`src/rtl/mips_multicycle_control.sv`:
```
// mips_multicycle_control
//   Multicycle MIPS control unit. An FSM steps each instruction through
//   FETCH -> DECODE -> EXEC -> MEM -> WB as needed. It drives the PC, IR,
//   register-file, ALU and memory controls. Memory uses a req/ack handshake
//   with an optional wait timeout. Unknown opcodes and memory timeouts both
//   park the FSM in TRAP until nrst is asserted.
// Ports
//   clk, nrst          clock (rising edge), asynchronous active-low reset
//   opcode             IR[31:26], valid from the cycle after ir_write
//   alu_zero           ALU zero flag, used by BEQ/BNE in EXEC
//   mem_ack            memory completes the current access this cycle
//   mem_req/we/size    memory request, store select, access size
//   pc_write/pc_src    PC load enable and source select
//   ir_write           IR load enable
//   reg_write/reg_dst  register-file write enable and destination select
//   wb_src             write-back data source
//   alu_src_a/b        ALU operand selects
//   sign_ext           immediate extension mode
//   alu_op             ALU operation code
//   instr_done         pulse on the last cycle of every instruction
//   illegal_op         sticky flag: an unknown opcode was decoded
//   mem_timeout        sticky flag: a memory access never received mem_ack
module mips_multicycle_control #(
  parameter int ALUOP_W     = 4,
  parameter int MEM_TIMEOUT = 16
) (
  input  logic               clk,
  input  logic               nrst,
  input  logic [5:0]         opcode,
  input  logic               alu_zero,
  input  logic               mem_ack,
  output logic               mem_req,
  output logic               mem_we,
  output logic [1:0]         mem_size,
  output logic               pc_write,
  output logic [1:0]         pc_src,
  output logic               ir_write,
  output logic               reg_write,
  output logic [1:0]         reg_dst,
  output logic [1:0]         wb_src,
  output logic               alu_src_a,
  output logic [1:0]         alu_src_b,
  output logic               sign_ext,
  output logic [ALUOP_W-1:0] alu_op,
  output logic               instr_done,
  output logic               illegal_op,
  output logic               mem_timeout
);

  typedef enum logic [2:0] {
    S_FETCH, S_DECODE, S_EXEC, S_MEM, S_WB, S_TRAP
  } state_t;

  localparam logic [5:0] OP_R     = 6'b000000;
  localparam logic [5:0] OP_J     = 6'b000010;
  localparam logic [5:0] OP_JAL   = 6'b000011;
  localparam logic [5:0] OP_BEQ   = 6'b000100;
  localparam logic [5:0] OP_BNE   = 6'b000101;
  localparam logic [5:0] OP_ADDI  = 6'b001000;
  localparam logic [5:0] OP_ADDIU = 6'b001001;
  localparam logic [5:0] OP_SLTI  = 6'b001010;
  localparam logic [5:0] OP_SLTIU = 6'b001011;
  localparam logic [5:0] OP_ANDI  = 6'b001100;
  localparam logic [5:0] OP_ORI   = 6'b001101;
  localparam logic [5:0] OP_LBU   = 6'b100100;
  localparam logic [5:0] OP_LHU   = 6'b100101;
  localparam logic [5:0] OP_LW    = 6'b100011;
  localparam logic [5:0] OP_SB    = 6'b101000;
  localparam logic [5:0] OP_SH    = 6'b101001;
  localparam logic [5:0] OP_SW    = 6'b101011;

  localparam logic [ALUOP_W-1:0] ALU_ADD   = ALUOP_W'(0);
  localparam logic [ALUOP_W-1:0] ALU_SUB   = ALUOP_W'(1);
  localparam logic [ALUOP_W-1:0] ALU_RTYPE = ALUOP_W'(2);
  localparam logic [ALUOP_W-1:0] ALU_AND   = ALUOP_W'(3);
  localparam logic [ALUOP_W-1:0] ALU_BNE   = ALUOP_W'(4);
  localparam logic [ALUOP_W-1:0] ALU_OR    = ALUOP_W'(5);
  localparam logic [ALUOP_W-1:0] ALU_SLT   = ALUOP_W'(6);

  // Keep the counter at least one bit wide when the timeout is disabled.
  localparam int CNT_W = (MEM_TIMEOUT > 0) ? $clog2(MEM_TIMEOUT + 1) : 1;
  localparam logic [CNT_W-1:0] CNT_LAST = CNT_W'(MEM_TIMEOUT - 1);

  state_t           state_q, state_d;
  logic [5:0]       op_q;
  logic [CNT_W-1:0] wait_cnt;
  logic             run_q;       // low while in reset and for the first edge after release
  logic             illegal_q, timeout_q;
  logic             set_illegal, set_timeout;
  logic             tmo_hit;

  function automatic logic is_legal(input logic [5:0] op);
    case (op)
      OP_R, OP_J, OP_JAL, OP_BEQ, OP_BNE, OP_ADDI, OP_ADDIU, OP_SLTI, OP_SLTIU,
      OP_ANDI, OP_ORI, OP_LBU, OP_LHU, OP_LW, OP_SB, OP_SH, OP_SW: is_legal = 1'b1;
      default: is_legal = 1'b0;
    endcase
  endfunction

  function automatic logic is_store(input logic [5:0] op);
    is_store = (op == OP_SB) || (op == OP_SH) || (op == OP_SW);
  endfunction

  function automatic logic is_load(input logic [5:0] op);
    is_load = (op == OP_LBU) || (op == OP_LHU) || (op == OP_LW);
  endfunction

  // Timeout fires on the last permitted wait cycle; an ack in that same
  // cycle is handled first by the callers, so the ack wins.
  assign tmo_hit = (MEM_TIMEOUT != 0) && (wait_cnt == CNT_LAST);

  always_ff @(posedge clk or negedge nrst) begin
    if (!nrst) begin
      state_q   <= S_FETCH;
      op_q      <= 6'd0;
      wait_cnt  <= '0;
      run_q     <= 1'b0;
      illegal_q <= 1'b0;
      timeout_q <= 1'b0;
    end else begin
      run_q   <= 1'b1;
      state_q <= state_d;
      if (run_q && state_q == S_DECODE) begin
        op_q <= opcode;
      end
      // Count only while an access is stalled in the same state.
      if (mem_req && !mem_ack && state_d == state_q) begin
        wait_cnt <= wait_cnt + CNT_W'(1);
      end else begin
        wait_cnt <= '0;
      end
      if (set_illegal) illegal_q <= 1'b1;
      if (set_timeout) timeout_q <= 1'b1;
    end
  end

  always_comb begin
    state_d     = state_q;
    set_illegal = 1'b0;
    set_timeout = 1'b0;
    mem_req     = 1'b0;
    mem_we      = 1'b0;
    mem_size    = 2'b10;
    pc_write    = 1'b0;
    pc_src      = 2'b00;
    ir_write    = 1'b0;
    reg_write   = 1'b0;
    reg_dst     = 2'b01;
    wb_src      = 2'b01;
    alu_src_a   = 1'b0;
    alu_src_b   = 2'b00;
    sign_ext    = 1'b1;
    alu_op      = ALU_RTYPE;
    instr_done  = 1'b0;

    if (run_q) begin
      case (state_q)
        S_FETCH: begin
          mem_req   = 1'b1;
          alu_src_b = 2'b01;
          alu_op    = ALU_ADD;
          if (mem_ack) begin
            ir_write = 1'b1;
            pc_write = 1'b1;
            state_d  = S_DECODE;
          end else if (tmo_hit) begin
            set_timeout = 1'b1;
            state_d     = S_TRAP;
          end
        end

        S_DECODE: begin
          // Branch target is computed here into ALUOut for use in EXEC.
          alu_src_b = 2'b11;
          alu_op    = ALU_ADD;
          if (!is_legal(opcode)) begin
            set_illegal = 1'b1;
            state_d     = S_TRAP;
          end else if (opcode == OP_J) begin
            pc_write   = 1'b1;
            pc_src     = 2'b10;
            instr_done = 1'b1;
            state_d    = S_FETCH;
          end else begin
            state_d = S_EXEC;
          end
        end

        S_EXEC: begin
          alu_src_a = 1'b1;
          state_d   = S_WB;
          case (op_q)
            OP_R: begin
              alu_src_b = 2'b00;
              alu_op    = ALU_RTYPE;
            end
            OP_ADDI, OP_ADDIU: begin
              alu_src_b = 2'b10;
              alu_op    = ALU_ADD;
            end
            OP_ANDI: begin
              alu_src_b = 2'b10;
              alu_op    = ALU_AND;
              sign_ext  = 1'b0;
            end
            OP_ORI: begin
              alu_src_b = 2'b10;
              alu_op    = ALU_OR;
              sign_ext  = 1'b0;
            end
            OP_SLTI, OP_SLTIU: begin
              alu_src_b = 2'b10;
              alu_op    = ALU_SLT;
            end
            OP_LBU, OP_LHU, OP_LW, OP_SB, OP_SH, OP_SW: begin
              alu_src_b = 2'b10;
              alu_op    = ALU_ADD;
              state_d   = S_MEM;
            end
            OP_BEQ, OP_BNE: begin
              alu_src_b  = 2'b00;
              alu_op     = (op_q == OP_BEQ) ? ALU_SUB : ALU_BNE;
              pc_write   = (op_q == OP_BEQ) ? alu_zero : ~alu_zero;
              pc_src     = 2'b01;
              instr_done = 1'b1;
              state_d    = S_FETCH;
            end
            OP_JAL: begin
              // Link value is the PC already advanced to PC+4 in FETCH.
              reg_write  = 1'b1;
              reg_dst    = 2'b10;
              wb_src     = 2'b10;
              pc_write   = 1'b1;
              pc_src     = 2'b10;
              instr_done = 1'b1;
              state_d    = S_FETCH;
            end
            default: state_d = S_FETCH;
          endcase
        end

        S_MEM: begin
          mem_req = 1'b1;
          mem_we  = is_store(op_q);
          case (op_q)
            OP_LHU, OP_SH: mem_size = 2'b01;
            OP_LBU, OP_SB: mem_size = 2'b00;
            default:       mem_size = 2'b10;
          endcase
          if (mem_ack) begin
            if (is_store(op_q)) begin
              instr_done = 1'b1;
              state_d    = S_FETCH;
            end else begin
              state_d = S_WB;
            end
          end else if (tmo_hit) begin
            set_timeout = 1'b1;
            state_d     = S_TRAP;
          end
        end

        S_WB: begin
          reg_write  = 1'b1;
          wb_src     = is_load(op_q) ? 2'b00 : 2'b01;
          reg_dst    = (op_q == OP_R) ? 2'b01 : 2'b00;
          instr_done = 1'b1;
          state_d    = S_FETCH;
        end

        S_TRAP: state_d = S_TRAP;

        default: state_d = S_FETCH;
      endcase
    end
  end

  assign illegal_op  = illegal_q;
  assign mem_timeout = timeout_q;

endmodule
```
`config.mk`:
```
export PLATFORM = sky130hd
export DESIGN_NAME = mips_multicycle_control
export DESIGN_NICKNAME = d
export VERILOG_FILES = /design/src/rtl/mips_multicycle_control.sv
export SDC_FILE = /design/constraint.sdc
export NUM_CORES = 1
export LEC_CHECK = 0
export BUFFER_PORTS_ARGS = -buffer_cell sky130_fd_sc_hd__clkbuf_2
export CAP_MARGIN = 20
export CORE_MARGIN = 5
export CORE_UTILIZATION = 46
export CTS_CLUSTER_DIAMETER = 50
export DETAILED_ROUTE_END_ITERATION = 10
export PLACE_DENSITY = 0.74
export SYNTH_ARGS = -nofsm -noshare
export SYNTH_HDL_FRONTEND = slang
export SYNTH_SLANG_ARGS = --single-unit
```
`constraint.sdc`:
```
create_clock -name clk -period 1.9 [get_ports clk]
set_input_delay 0.19 -clock clk [delete_from_list [all_inputs] [get_ports clk]]
set_output_delay 0.19 -clock clk [all_outputs]
set_load 0.05 [all_outputs]
```
==> Implementation_results.wiki <==
{| class="wikitable"
! Metric !! Value
|-
| Total negative setup slack || -3670 ps
|-
| Placeable core region || 0.00276 mm2
|-
| Final period demand of the worst path || 2350 ps
|-
| Layout net count || 237
|-
| Maximum capacitance violations || 0
|-
| Number of synthesized flops with an enable pin || 0
|-
| Maximum clock rate || 426 MHz
|-
| Initial drt markers || 193
|-
| Leakage Power || 0.971 nW
|-
| Critical Setup Path Class || reg -> out
|-
| Hold WC Path Type || in -> reg
|-
| Category of the worst setup path launch point || flip-flop
|-
| Total inserted antenna cells || 0
|-
| CP endpoint kind || output pin
|-
| Later-pin clock latency in the skew report || 280 ps
|-
| Top area cells in the synthesized netlist || sky130_fd_sc_hd__dfrtp_1 32%, sky130_fd_sc_hd__nor2_1 6.7%, sky130_fd_sc_hd__nand2_1 4.5%, sky130_fd_sc_hd__mux2_2 4.2%, sky130_fd_sc_hd__o21ai_0 4.1%
|-
| Proportion of synthesized chip area in sequential cells || 31.9%
|-
| Signed area change from the synthesized netlist to the final layout || 66.4%
|-
| Total power || 3.12 mW
|-
| Clock network fraction of total power || 5.9%
|-
| Largest net degree at the start of global routing || 18
|-
| Antenna violation net count after detailed routing || 0
|-
| Number of register bits inferred by synthesis || 17
|-
| Switch share || 51.2%
|-
| Mean Syn Cell Area || 8.09 um2
|-
| Placed Cells || 243
|-
| Power Density || 1400 mW/mm2
|-
| HPWL after detailed placement || 3030 um
|-
| Number of rows in the core area || 19
|-
| TritonCTS clock tree || yes
|-
| Gr usage total || 20.2%
|-
| Number of nets produced by synthesis || 177
|-
| Total standard cell area after synthesis || 0.00134 mm2
|-
| Post-route DRC violation count || 0
|-
| Placement-stage cell area || 0.00181 mm2
|-
| Starting density of the core || 48.4%
|-
| Comb power frac || 73.8%
|-
| Crit path DAT || 2160 ps
|-
| Sw power || 1.60 mW
|-
| Proportion of synthesized flip-flops having asynchronous set or reset || 100%
|-
| Pint || 1.52 mW
|-
| Fraction of final layout cells sized beyond drive strength 1 || 56.3%
|-
| Worst-path maximum fanout || 3
|-
| Library cells used by synthesis || 48
|-
| Outcome || finished with violations
|-
| Final critical-path setup slack || -450 ps
|-
| Unrepaired setup endpoints after global routing || yes
|-
| Drt first pass iters || 5
|-
| Vias in the first global route || 1529
|-
| Vert. Die Dim || 63.9 um
|-
| Final Setup Violations || 14
|-
| Weighted congestion reported at the end of routability-driven placement || 0.907
|-
| Wire length of the first global-routing pass || 6830 um
|-
| Cell at the root of the clock tree || sky130_fd_sc_hd__clkbuf_4
|-
| Fin cells || 255
|-
| Sequential group share of total power || 20.3%
|-
| Portion of the clock cycle consumed by the worst path in the final layout || 124%
|-
| Longest Clk Path Bufs || 2
|-
| Worst-path clk slew || 90 ps
|-
| Critical path data required time || 1710 ps
|-
| Number of antenna violations at the first check in global routing || 0
|-
| Post-synthesis cell type with the largest combined area || sky130_fd_sc_hd__dfrtp_1
|-
| Violations in the final reports || setup timing
|-
| Total vias in the final route || 1592
|-
| Routed via count divided by cell count || 6.24
|-
| Main synth FF type || sky130_fd_sc_hd__dfrtp_1
|-
| Final standard cell area without fillers || 0.00222 mm2
|-
| Number of clock sinks seen by CTS || 17
|-
| CTS H-tree lvls || 1
|-
| Maximum vdd drop || 1.13 mV
|-
| Post-detailed-routing wire length || 4680 um
|-
| Post-route clock skew || 5.99 ps
|-
| Total of warnings raised by yosys || 0
|-
| I/O Buffers || 32
|-
| Final-report hold violation count || 0
|-
| Detailed-route wire length per cell || 18.3 um
|-
| Total clock buffers created by CTS || 3
|-
| I/O pin cnt || 34
|-
| Share of Yosys cell area claimed by the top area cell type || 31.9%
|-
| Cells after synthesis || 165
|-
| Final number of max-transition violations || 0
|-
| Remaining global-route overflow || 0
|-
| Die X || 63.9 um
|-
| Die Area || 0.00408 mm2
|}
worst max-delay path, stage by stage (launching register included):
cell and delay (ps):
sky130_fd_sc_hd__dfrtp_1 420, sky130_fd_sc_hd__or4b_4 550, sky130_fd_sc_hd__or2_4 270, sky130_fd_sc_hd__o2bb2ai_4 120, sky130_fd_sc_hd__nand2_2 70, sky130_fd_sc_hd__a221oi_4 270
sky130_fd_sc_hd__buf_12 180
layout make-up:
| cell class | count | area [um2] |
|---|---|---|
| clock buffer | 4 | 26.3 |
| fill | 147 | 536 |
| inverter | 6 | 26.3 |
| multi-input combinational | 130 | 1080 |
| sequential | 17 | 428 |
| tap | 31 | 38.8 |
| timing repair buffer | 67 | 618 |
layout by cell type, fill, tap and decap left out, drive strengths merged, types with 2 or more instances in the layout:
cell type  synthesis  final
a31oi              2      2
a21o               3      3
mux2               5      5
nor2              24     24
clkbuf             6     19
and3               5      5
nand3              4      4
nand2b             2      2
ha                 2      2
buf                6     51
a21oi              9      9
inv                6      5
nor2b              4      4
nor4               5      5
xor2               2      2
xnor2              2      2
conb               2      2
dfrtp             17     17
o21ai             11     11
nand2             17     17
nor3               8      8
o21a               2      2
state kept, by name, indices dropped and copies added, names as in the netlist:
signal and cells:
illegal_op 1, mem_timeout 1, wait_cnt 5, state_q 3, run_q 1, op_q 6
metal layers:
layer | global-route usage [%] | wire length [um]
met5 | 0 | 0
met4 | 4.42 | 184
met3 | 3.50 | 454
met2 | 36.4 | 2300
met1 | 25.0 | 1740
path summary, 6_finish.rpt:
path / from / endpoint / slack (ps) / cells past startpoint
max in group asynchronous: nrst / state_q[0] / 1220 / 2
worst min register to register: illegal_op / illegal_op / 470 / 1
worst max register to register: wait_cnt[0] / state_q[2] / 80 / 8
worst max-delay path: op_q[4] / pc_write / -450 / 6
worst min-delay path: opcode[0] / op_q[0] / 180 / 2
min in group asynchronous: nrst / illegal_op / 360 / 2
cell families after synthesis:
group           Yosys count  share of synthesized area (%)
simple gates             78                           30.4
compound gates           38                           19.3
buf+inv                  18                           8.44
flops                    17                           31.9
mux                       6                           4.97
xor+xnor                  4                           2.62
fa+ha+maj                 2                           1.87
other cells               2                          0.563
repair_timing:
item	in CTS	in global routing
endpoints found under the hold margin	17	0
buffers inserted	5	3
resized for setup	36	52
setup endpoints to repair	21	27
pin swaps	10	13
hold buffers	1	0
cells in the mapped netlist, types with 2 or more instances:
master                     instances
sky130_fd_sc_hd__nor2b_1           4
sky130_fd_sc_hd__mux2_2            5
sky130_fd_sc_hd__xor2_1            2
sky130_fd_sc_hd__dfrtp_1          17
sky130_fd_sc_hd__buf_4             4
sky130_fd_sc_hd__clkbuf_2          2
sky130_fd_sc_hd__clkbuf_8          2
sky130_fd_sc_hd__nand2_1          16
sky130_fd_sc_hd__conb_1            2
sky130_fd_sc_hd__nand3_1           4
sky130_fd_sc_hd__a31oi_1           2
sky130_fd_sc_hd__nor2_1           24
sky130_fd_sc_hd__clkbuf_1          2
sky130_fd_sc_hd__ha_1              2
sky130_fd_sc_hd__a21oi_1           9
sky130_fd_sc_hd__xnor2_1           2
sky130_fd_sc_hd__a21o_1            3
sky130_fd_sc_hd__nand2b_1          2
sky130_fd_sc_hd__nor3_1            8
sky130_fd_sc_hd__o21ai_0          11
sky130_fd_sc_hd__o21a_1            2
sky130_fd_sc_hd__inv_1             6
sky130_fd_sc_hd__and3_1            5
sky130_fd_sc_hd__nor4_1            5
stage by stage:
stage	hold slack, ps	utilization, %	worst slack, ps
6_report	184	80.6	-450
3_3_place_gp	131	65.7	-120
2_1_floorplan	-106	-	-413
5_1_grt	185	80.6	-512
3_5_place_dp	145	65.7	-169
4_1_cts	173	74.2	-430
power by group through the flow:
stage	combinational [mW]	sequential (mW)	clock, mW
6_report	2.30	0.632	0.184
5_1_grt	2.44	0.638	0.214
4_1_cts	1.98	0.588	0.189
3_5_place_dp	1.78	0.594	0
3_3_place_gp	1.72	0.583	0
2_1_floorplan	1.26	0.544	0
No activity file was read; power rests on OpenSTA's default activity.
